--- src/rtl/sort4_seq_ctrl.sv ---
// sort4_seq_ctrl: multi-cycle four-field sorter reusing one compare-swap unit over a 6-step bubble schedule
// Ports: clk, rst (sync, active-high); start/data_in request a sort; busy is high while sorting;
//        done pulses for one cycle when sorted/swap_cnt are loaded; results hold until the next completion.
module sort4_seq_ctrl #(
  parameter int W = 2,
  parameter int ORDER = 0,
  parameter int EARLY_EXIT = 0
) (
  input  logic           clk,
  input  logic           rst,
  input  logic           start,
  input  logic [4*W-1:0] data_in,
  output logic           busy,
  output logic           done,
  output logic [4*W-1:0] sorted,
  output logic [2:0]     swap_cnt
);
  localparam logic [1:0] IDLE = 2'd0, RUN = 2'd1, FIN = 2'd2;
  logic [1:0] state, idx;
  logic [2:0] step, cnt, ncnt;
  logic pass_sw, nps, swp, last;
  logic [W-1:0] r [4];
  logic [W-1:0] nr [4];
  logic [W-1:0] a, b;
  assign busy = state == RUN;
  assign done = state == FIN;
  // step -> left index of the compared pair: 0,1,2 | 0,1 | 0
  always_comb begin
    idx = (step == 3'd1 || step == 3'd4) ? 2'd1 : (step == 3'd2) ? 2'd2 : 2'd0;
    a = r[idx];
    b = r[idx + 2'd1];
    swp = (ORDER != 0) ? a > b : a < b;
    nr = r;
    nr[idx] = swp ? b : a;
    nr[idx + 2'd1] = swp ? a : b;
    ncnt = cnt + {2'b0, swp};
    nps = pass_sw | swp;
    // steps 2 and 4 close a bubble pass; a swap-free pass means the data is already in order
    last = step == 3'd5 || (EARLY_EXIT != 0 && (step == 3'd2 || step == 3'd4) && !nps);
  end
  always_ff @(posedge clk) begin
    if (rst) begin
      state <= IDLE;
      step <= '0;
      cnt <= '0;
      pass_sw <= 1'b0;
      r <= '{default: '0};
      sorted <= '0;
      swap_cnt <= '0;
    end else if (state == IDLE) begin
      if (start) begin
        state <= RUN;
        step <= '0;
        cnt <= '0;
        pass_sw <= 1'b0;
        for (int i = 0; i < 4; i++) r[i] <= data_in[(3-i)*W +: W];
      end
    end else if (state == RUN) begin
      r <= nr;
      cnt <= ncnt;
      step <= step + 3'd1;
      pass_sw <= (step == 3'd2 || step == 3'd4) ? 1'b0 : nps;
      if (last) begin
        state <= FIN;
        sorted <= {nr[0], nr[1], nr[2], nr[3]};
        swap_cnt <= ncnt;
      end
    end else begin
      state <= IDLE;
    end
  end
endmodule

--- config.mk ---
export PLATFORM = sky130hd
export DESIGN_NAME = sort4_seq_ctrl
export DESIGN_NICKNAME = d
export VERILOG_FILES = /design/src/rtl/sort4_seq_ctrl.sv
export SDC_FILE = /design/constraint.sdc
export NUM_CORES = 1
export LEC_CHECK = 0
export CORE_UTILIZATION = 45
export DETAILED_ROUTE_END_ITERATION = 10
export PLACE_DENSITY = 0.68
export SYNTH_ARGS = -nofsm -noshare
export SYNTH_HDL_FRONTEND = slang
export SYNTH_SLANG_ARGS = --single-unit
--- constraint.sdc ---
create_clock -name clk -period 2.85 [get_ports clk]
set_input_delay 0.57 -clock clk [delete_from_list [all_inputs] [get_ports clk]]
set_output_delay 0.57 -clock clk [all_outputs]
set_load 0.03 [all_outputs]
# [Word level (Yosys, flattened, before mapping)]
# Index checks and enable logic that the tools add are counted.
[word_totals] reg_bits=27
[classes] n_addsub=3 n_eq_ne=8 n_bitwise=3 n_lt_le_gt_ge=5 n_mux=28 reduce_logical=8
[op_table] op="2-bit two-way mux" count=14
[op_table] op="8-bit two-way mux" count=3
[op_table] op="8-bit bitwise mux" count=2
[op_table] op="3-bit two-way mux" count=5
[op_table] op="2-bit binary-select mux with 2-bit select" count=2
[op_table] op="2-bit demux with 2-bit select" count=2
[op_table] op="3-bit equality test (second input constant)" count=2
[op_table] op="3-bit greater-or-equal comparator (second input constant)" count=2
[op_table] op="3-bit by 1-bit < comparator with 1-bit output (second input constant)" count=2
[op_table] op="2-bit NOT with 3-bit output" count=2
[op_table] op="2-bit AND reduction" count=2
[op_table] op="3-bit by 1-bit adder with 3-bit output" count=1
[op_table] op="3-bit by 1-bit adder with 3-bit output (second input constant)" count=1
[op_table] op="3-bit by 1-bit equality test with 1-bit output (second input constant)" count=1
[op_table] op="3-bit by 2-bit equality test with 1-bit output (second input constant)" count=1
[op_table] op="3-bit by 1-bit inequality test with 1-bit output (second input constant)" count=1
[op_table] op="3-bit AND reduction" count=1
[op_table] op="2-bit by 1-bit adder with 2-bit output (second input constant)" count=1
[op_table] op="2-bit by 1-bit equality test with 1-bit output (second input constant)" count=1
[op_table] op="2-bit equality test (second input constant)" count=1
[op_table] op="1-bit logical AND" count=2
[op_table] op="2-bit zero test" count=1
[op_table] op="2-bit < comparator" count=1
[op_table] op="2-bit inequality test (second input constant)" count=1
[op_table] op="other kinds (3)" count=3

# [Logic depth before layout (Yosys ltp)]
# Gate-level depths: netlist of the first run.
[depth] ltp_word=14 depth_mapped=16

# [Worst setup path after synthesis of the first run]
# Ideal clock, no wire load.
[synth_timing] path_type="register to register" from="register step[1]" to="register cnt[1]" setup_ns=0.128 n_path_buf=0 stages_incl_launch_ff=13 arrival_ns=2.674 slack_ns=0.049 period_less_slack_ns=2.801 cell_sequence="dfxtp_1 -> inv_1 -> ha_1 -> mux2i_4 -> mux4_1 -> inv_1 -> ha_1 -> inv_1 -> o21a_1 -> nor3b_2 -> ha_1 -> a22oi_1 -> nor2_1"
[synth_between] elab_chain_cells=12 word_cells_on_any_way=19
[synth_lines] item="start, declared" line="20" text="logic [2:0] step, cnt, ncnt;"
[synth_lines] item="start signal, assigned" line="61" text="step <= step + 3'd1;"
[synth_lines] item="3-bit by 2-bit equality test with 1-bit output (tied with other cells)"
[synth_lines] item="2-bit two-way mux / 1-bit logical OR (equally long branches)" line="29" text="idx = (step == 3'd1 || step == 3'd4) ? 2'd1 : (step == 3'd2) ? 2'd2 : 2'd0;"
[synth_lines] item="2-bit two-way mux *" line="29"
[synth_lines] item="2-bit by 1-bit adder with 2-bit output" line="31" text="b = r[idx + 2'd1];"
[synth_lines] item="2-bit NOT with 3-bit output (implied by the code)" line="31"
[synth_lines] item="2-bit binary-select mux with 2-bit select" line="31"
[synth_lines] item="2-bit two-way mux (implied by the code) (2 in series)" line="31"
[synth_lines] item="2-bit < comparator *" line="32" text="swp = (ORDER != 0) ? a > b : a < b;"
[synth_lines] item="3-bit by 1-bit adder with 3-bit output *" line="36" text="ncnt = cnt + {2'b0, swp};"
[synth_lines] item="via ncnt[1]" line="20"
[synth_lines] item="3-bit two-way mux *" line="58" text="end else if (state == RUN) begin"
[synth_lines] item="3-bit two-way mux *" line="50" text="end else if (state == IDLE) begin"
[synth_lines] item="end signal, assigned" line="60" text="cnt <= ncnt;"
[synth_lines] item="end, declared" line="20"
# Mark *: on every way through the listed nets, which the timed path passes. The rest lies on a longest branch. The select of a mux whose other input is x is not followed.
# A chain may end at the register's enable or synchronous reset.

# [Worst setup path in the final report of the first run]
[layout_timing] from="register step[0]" to="register cnt[1]"
# Same word-level chain as after synthesis.

==> results.sh, run 1 <==
export IMPL_p_int_uw=630
export IMPL_p_seq_share_pct=44.0
export IMPL_syn_inst=220
export IMPL_synth_simple_gate_area_share_pct=19.3
export IMPL_slew_viol_final=0
export IMPL_fp_coreArea_mm2=0.00400
export IMPL_fin_nets=278
export IMPL_ctsHoldBuffers=0
export IMPL_critPathArrivalTime_ns=2.89
export IMPL_clock_latency_ns=0.28
export IMPL_end_kind="flop"
export IMPL_hold_viol=0
export IMPL_yosysTopAreaCellShare_pct=29.0
export IMPL_fmax_mhz=368
export IMPL_antenna_found_initial=0
export IMPL_synth_xor_area_share_pct=0.470
export IMPL_crit_fanout=4
export IMPL_min_period_over_period_pct=95.3
export IMPL_ios=24
export IMPL_worstMarginPinSlew_ns=0.554
export IMPL_synth_area_leaders="dfxtp_1 (29%), ha_1 (6.7%), nor2_1 (5.2%)"
export IMPL_dieWidth_um=66.4
export IMPL_dp_slack_ns=0.0176
export IMPL_synth_cell_types=52
export IMPL_synth_mux_area_share_pct=7.52
export IMPL_finalPower_uw=940
export IMPL_worstPathRequired_ns=3.03
export IMPL_wl_per_cell_um=14.9
export IMPL_p_sw_uw=310
export IMPL_dieArea_mm2=0.00440
export IMPL_hold_path_class="flop to flop"
export IMPL_post_dp_cell_area_mm2=0.00218
export IMPL_synth_top_family_by_area="compound AO/OA/AOI/OAI gates"
export IMPL_outcome="complete, no violations"
export IMPL_fin_hold_ws_ns=0.460
export IMPL_dr_pass1_iters=4
export IMPL_die_h_um=66.4
export IMPL_port_buffers=23
export IMPL_syn_nets=241
export IMPL_drt_initial_drc_count=108
export IMPL_avgSynthCellArea_um2=8.47
export IMPL_hpwlAfterDp_um=3400
export IMPL_area_growth_syn_to_layout_pct=21.6
export IMPL_final_cell_mix="nor2_1 (25), dfxtp_1 (25), clkdlybuf4s50_1 (23)"
export IMPL_clkPwrFrac_pct=24.2
export IMPL_initial_utilization_pct=46.6
export IMPL_drc=0
export IMPL_ys_ff_latch=27
export IMPL_grt_pass1_vias=1567
export IMPL_max_vdd_ir_drop_mv=0.239
export IMPL_cts_buffers=3
export IMPL_setup_ws_ns=0.135
export IMPL_p_sw_share_pct=33.0
export IMPL_finalClockSkew_ns=0.00500
export IMPL_gp_congestion=0.843
export IMPL_synth_adder_area_share_pct=6.71
export IMPL_cts_buffer_depth=2
export IMPL_async_flop_share_pct=0
export IMPL_row_count=23
export IMPL_critical_path_class="flop to flop"
export IMPL_wirelength_um=4570
export IMPL_clockRootBuffer="clkbuf_8"
export IMPL_slew_headroom_pct=63.0
export IMPL_clock_sinks=27
export IMPL_synth_compound_area_share_pct=27.9
export IMPL_fin_cells=306
export IMPL_grt_overflow=0
export IMPL_via_count=1710
export IMPL_drive_gt1_share_pct=21.1
export IMPL_yosysSeqAreaShare_pct=29.0
export IMPL_num_antenna_cells=0
export IMPL_power_frac_comb_pct=31.9
export IMPL_avgViaCountPerCell=5.59
export IMPL_dp_cells=299
export IMPL_setup_violations=0
export IMPL_p_per_area_mw_per_mm2=415
export IMPL_fin_area_mm2=0.00227
export IMPL_cts_tree="built"
export IMPL_synth_largest_area_cell="dfxtp_1"
export IMPL_grt_first_pass_wirelength_um=7330
export IMPL_synth_ff_type="dfxtp_1"
export IMPL_period_minus_slack_ns=2.71
export IMPL_ys_warn_count=0
export IMPL_htree_levels=1
export IMPL_leakage_nw=0.845
export IMPL_maxCapViolations=0
export IMPL_syn_area_mm2=0.00186
export IMPL_crit_path_start_kind="flop"
export IMPL_ant_nets=0
export IMPL_synth_edf_count=0
export IMPL_grt_max_degree=18
export IMPL_clkSlewWorstSetupHoldPaths_ns=0.10
export IMPL_grt_use_total_pct=22.0
sequential cells by signal, summed over array words and instances, names as in the netlist:
name / cells
cnt: 3
r: 8
sorted: 8
state: 2
step: 3
swap_cnt: 3
through the flow:
stage | util, % | setup TNS [ns]
floorplan | - | 0
global placement | 54.5 | 0
detailed placement | 54.5 | 0
CTS | 55.6 | 0
global route | 56.7 | -0.00591
finish | 56.7 | 0
synthesized netlist by cell type, types with 2 or more instances:
master / count
nor3_1: 3
a221oi_1: 2
a211oi_1: 5
o31ai_1: 3
nor3b_2: 2
a311oi_2: 2
clkbuf_8: 4
nand3_1: 7
nand2b_1: 6
nor2_1: 26
nand2_1: 18
a31oi_1: 5
a21o_1: 2
a22oi_1: 3
o22ai_1: 4
o21ai_0: 6
o211ai_1: 6
ha_1: 10
a211o_1: 3
o21ai_1: 2
mux2i_1: 4
buf_2: 2
or2_2: 3
dfxtp_1: 27
inv_1: 13
a221o_1: 2
clkbuf_1: 3
a21oi_1: 19
a211oi_2: 2
buf_6: 2
o21a_1: 2
mux2_2: 2
final cells by class:
cell class	count	area, um2
timing repair buffer	45	395
clock inverter	1	7.51
clock buffer	3	41.3
multi-input combinational	166	1160
sequential	27	546
tap	50	62.6
fill	375	1730
inverter	14	52.6
cell families (layout without fill, tap and decap cells):
family	Yosys count	in the layout
fa+ha+maj	10	10
xor+xnor	1	1
flops	27	27
buf+inv	27	63
simple gates	73	73
compound gates	72	72
mux	10	10
timing repair:
| item | in CTS | in global routing |
|---|---|---|
| setup endpoints to repair | 2 | 9 |
| pin swaps | 0 | 3 |
| gates resized for setup | 1 | 8 |
| cloned | 0 | 0 |
| buffers inserted | 0 | 3 |
power groups by stage:
| stage | Sequential (mW) | Clock, mW | Combinational [mW] |
|---|---|---|---|
| floorplan | 0.415 | 0 | 0.199 |
| global placement | 0.421 | 0 | 0.276 |
| detailed placement | 0.421 | 0 | 0.280 |
| CTS | 0.413 | 0.235 | 0.282 |
| global route | 0.416 | 0.246 | 0.327 |
| finish | 0.413 | 0.227 | 0.300 |
layer usage:
| metal | track usage, % | wire length, um |
|---|---|---|
| met1 | 30.1 | 2250 |
| met2 | 35.3 | 2120 |
| met3 | 4.31 | 184 |
| met4 | 5.05 | 19 |
| met5 | 0 | 0 |
final timing paths:
path                          startpoint                      to  slack, ns  cells past startpoint
setup / recovery    step[0]$_SDFFE_PP0P_     cnt[1]$_SDFFE_PP0P_       0.14                     14
setup reg to reg    step[0]$_SDFFE_PP0P_     cnt[1]$_SDFFE_PP0P_       0.14                     14
hold reg to reg   sorted[1]$_SDFFE_PP0P_  sorted[1]$_SDFFE_PP0P_       0.46                      2
hold / removal    sorted[1]$_SDFFE_PP0P_  sorted[1]$_SDFFE_PP0P_       0.46                      2
critical path: stages (launching register included):
cell and delay, ns:
dfxtp_4 0.37, inv_1 0.07, buf_4 0.15, ha_1 0.21, mux2_2 0.29, a21oi_2 0.13, o21a_1 0.15, inv_1 0.06
ha_1 0.29, inv_1 0.07, o21a_1 0.13, nor3b_2 0.17, ha_2 0.30, a22oi_1 0.17, nor2_1 0.05
Note: power is estimated with default switching activity, not from simulation.
==> run 2: changes to the inputs <==
- CORE_MARGIN: default -> 2
- PLACE_DENSITY: 0.68 -> default
- PLACE_DENSITY_LB_ADDON: default -> 0.08
==> run 2 against run 1 <==
  * Register-to-register slack worse by 0.02 ns
  * Via count is 1.2% higher
  * Clock skew is 0.0022 ns lower
  * Fmax is 0.61% lower
  * Critical endpoint unchanged
  * Largest cell class unchanged
==> results.sh, run 2 (synthesis gave the netlist of run 1 again) <==
export IMPL_reg2reg_slack_ns=0.12
export IMPL_htree_levels=1
export IMPL_p_int_uw=629
export IMPL_hpwlAfterDp_um=3570
export IMPL_grt_pass1_vias=1670
export IMPL_clkPwrFrac_pct=24.4
export IMPL_port_buffers=23
export IMPL_ant_nets=0
export IMPL_end_kind="flop"
export IMPL_period_minus_slack_ns=2.73
export IMPL_finalClockSkew_ns=0.00280
export IMPL_reg2reg_depth=14
export IMPL_ctsHoldBuffers=0
export IMPL_p_per_area_mw_per_mm2=417
export IMPL_cts_buffer_depth=2
export IMPL_fp_coreArea_mm2=0.00400
export IMPL_fin_hold_ws_ns=0.468
export IMPL_cts_tree="built"
export IMPL_slew_viol_final=0
export IMPL_dieArea_mm2=0.00467
export IMPL_final_common_cell="nor2_1"
export IMPL_die_h_um=68.4
export IMPL_maxCapViolations=0
export IMPL_critPathMaxStageDelay_ns=0.36
export IMPL_hold_path_depth=2
export IMPL_critical_path_top_delay_family="adder cells"
export IMPL_grt_use_total_pct=22.7
export IMPL_max_vdd_ir_drop_mv=0.251
export IMPL_hold_start="sorted[1]$_SDFFE_PP0P_"
export IMPL_via_count=1730
export IMPL_p_sw_uw=316
export IMPL_p_sw_share_pct=33.5
export IMPL_ios=24
export IMPL_clkSlewWorstSetupHoldPaths_ns=0.10
export IMPL_hold_end="sorted[1]$_SDFFE_PP0P_"
export IMPL_area_growth_syn_to_layout_pct=21.4
export IMPL_hold_path_class="flop to flop"
export IMPL_dr_pass1_iters=4
export IMPL_crit_path_start_kind="flop"
export IMPL_drt_initial_drc_count=103
export IMPL_num_antenna_cells=0
export IMPL_gp_congestion=0.905
export IMPL_avgViaCountPerCell=5.69
export IMPL_min_period_over_period_pct=95.8
export IMPL_slew_headroom_pct=63.3
export IMPL_crit_fanout=6
export IMPL_crit_path_cell_trace="inv_2 -> ha_2 -> buf_4 -> mux2_2 -> a21oi_1 -> o21a_1 -> inv_1 -> ha_4 -> inv_1 -> o21a_1 -> nor3b_2 -> ha_2 -> a22oi_1 -> nor2_1"
export IMPL_worst_path_buf_inv=4
export IMPL_clockRootBuffer="clkbuf_8"
export IMPL_initial_utilization_pct=46.6
export IMPL_grt_first_pass_wirelength_um=7980
export IMPL_tns_ns=0
export IMPL_power_frac_comb_pct=31.5
export IMPL_critical_path_class="flop to flop"
export IMPL_wl_per_cell_um=16.0
export IMPL_grt_max_degree=30
export IMPL_worstMarginPinSlew_ns=0.550
export IMPL_drive_gt1_share_pct=22.0
export IMPL_fmax_mhz=366
export IMPL_rr_startpoint="step[1]$_SDFFE_PP0P_"
export IMPL_clock_sinks=27
export IMPL_row_count=23
export IMPL_outcome="complete, no violations"
export IMPL_drc=0
export IMPL_grt_overflow=0
export IMPL_largestRegisters="r x8, sorted x8"
export IMPL_wirelength_um=4860
export IMPL_leakage_nw=0.834
export IMPL_slowest_stage="dfxtp_2"
export IMPL_fin_nets=276
export IMPL_final_cell_mix="nor2_1 (26), dfxtp_1 (24), clkdlybuf4s50_1 (23)"
export IMPL_clock_latency_ns=0.28
export IMPL_dieWidth_um=68.4
export IMPL_cts_buffers=3
export IMPL_hold_viol=0
export IMPL_critPathArrivalTime_ns=2.90
export IMPL_timing_rr_end="cnt[1]$_SDFFE_PP0P_"
export IMPL_p_seq_share_pct=44.1
export IMPL_antenna_found_initial=0
export IMPL_worstPathRequired_ns=3.02
export IMPL_setup_violations=0
==> run 2: layer usage <==
layer  up-vias  global-route usage, %  share of wire, %
met4         0                   5.25              0.97
met2        27                   41.0                49
met5         -                      0                 0
met1       839                   28.8                47
li1        859                      -                 -
met3         5                   2.14               2.7
==> run 2: how the worst max path moves through the flow <==
| stage | from | to | slack, ns | cells past startpoint |
|---|---|---|---|---|
| floorplan | step[1]$_SDFFE_PP0P_ | cnt[1]$_SDFFE_PP0P_ | 0.05 | 12 |
| CTS | step[1]$_SDFFE_PP0P_ | swap_cnt[2]$_SDFFE_PP0P_ | 0.02 | 12 |
| global placement | step[0]$_SDFFE_PP0P_ | swap_cnt[2]$_SDFFE_PP0P_ | 0.07 | 12 |
| detailed placement | step[0]$_SDFFE_PP0P_ | swap_cnt[2]$_SDFFE_PP0P_ | -0.09 | 12 |
| global route | step[1]$_SDFFE_PP0P_ | cnt[1]$_SDFFE_PP0P_ | -0.02 | 14 |
| finish | step[1]$_SDFFE_PP0P_ | cnt[1]$_SDFFE_PP0P_ | 0.12 | 14 |
==> run 2: worst register-to-register path, stage by stage (launching register included) <==
cell and delay (ns):
dfxtp_2 0.36, inv_2 0.06, ha_2 0.17, buf_4 0.15, mux2_2 0.27, a21oi_1 0.15
o21a_1 0.16, inv_1 0.08, ha_4 0.27, inv_1 0.07, o21a_1 0.14, nor3b_2 0.21
ha_2 0.31, a22oi_1 0.17, nor2_1 0.05
==> run 2: what timing repair did <==
action | 4_1_cts | 5_1_grt
setup buffers | 1 | 3
endpoints found under the setup margin | 4 | 8
pin swaps | 0 | 1
gates resized for setup | 3 | 10
endpoints found under the hold margin | 0 | 0
==> run 2: final cells by class <==
class / count / area [um2]
Tap cell: 50 / 62.6
Timing Repair Buffer: 43 / 380
Clock inverter: 1 / 7.51
Fill cell: 381 / 1740
Inverter: 14 / 52.6
Clock buffer: 3 / 41.3
Sequential cell: 27 / 544
Multi-Input combinational cell: 166 / 1170
==> run 2: stage by stage <==
step	total power, mW	util (%)	cells	setup slack [ns]	area (um2)
6_report	0.945	56.6	304	0.118	2260
5_1_grt	0.998	56.6	304	-0.0187	2260
4_1_cts	0.934	55.4	301	0.0241	2210
3_5_place_dp	0.692	54.0	296	-0.0931	2160
3_3_place_gp	0.685	54.0	296	0.0747	2160
2_1_floorplan	0.614	-	220	0.0485	1860
==> run 2: power by group through the flow <==
stage                     Sequential (mW)  Clock, mW  Combinational [mW]
after CTS                           0.416      0.240               0.278
final                               0.417      0.231               0.298
after detailed placement            0.424          0               0.268
after floorplan                     0.415          0               0.199
after global placement              0.423          0               0.262
after global routing                0.420      0.254               0.324
==> run 3: changes to the inputs <==
- CTS_CLUSTER_DIAMETER: default -> 120
==> results of run 3 <==
Final layout, timing and power as in run 2 (identical DEF).
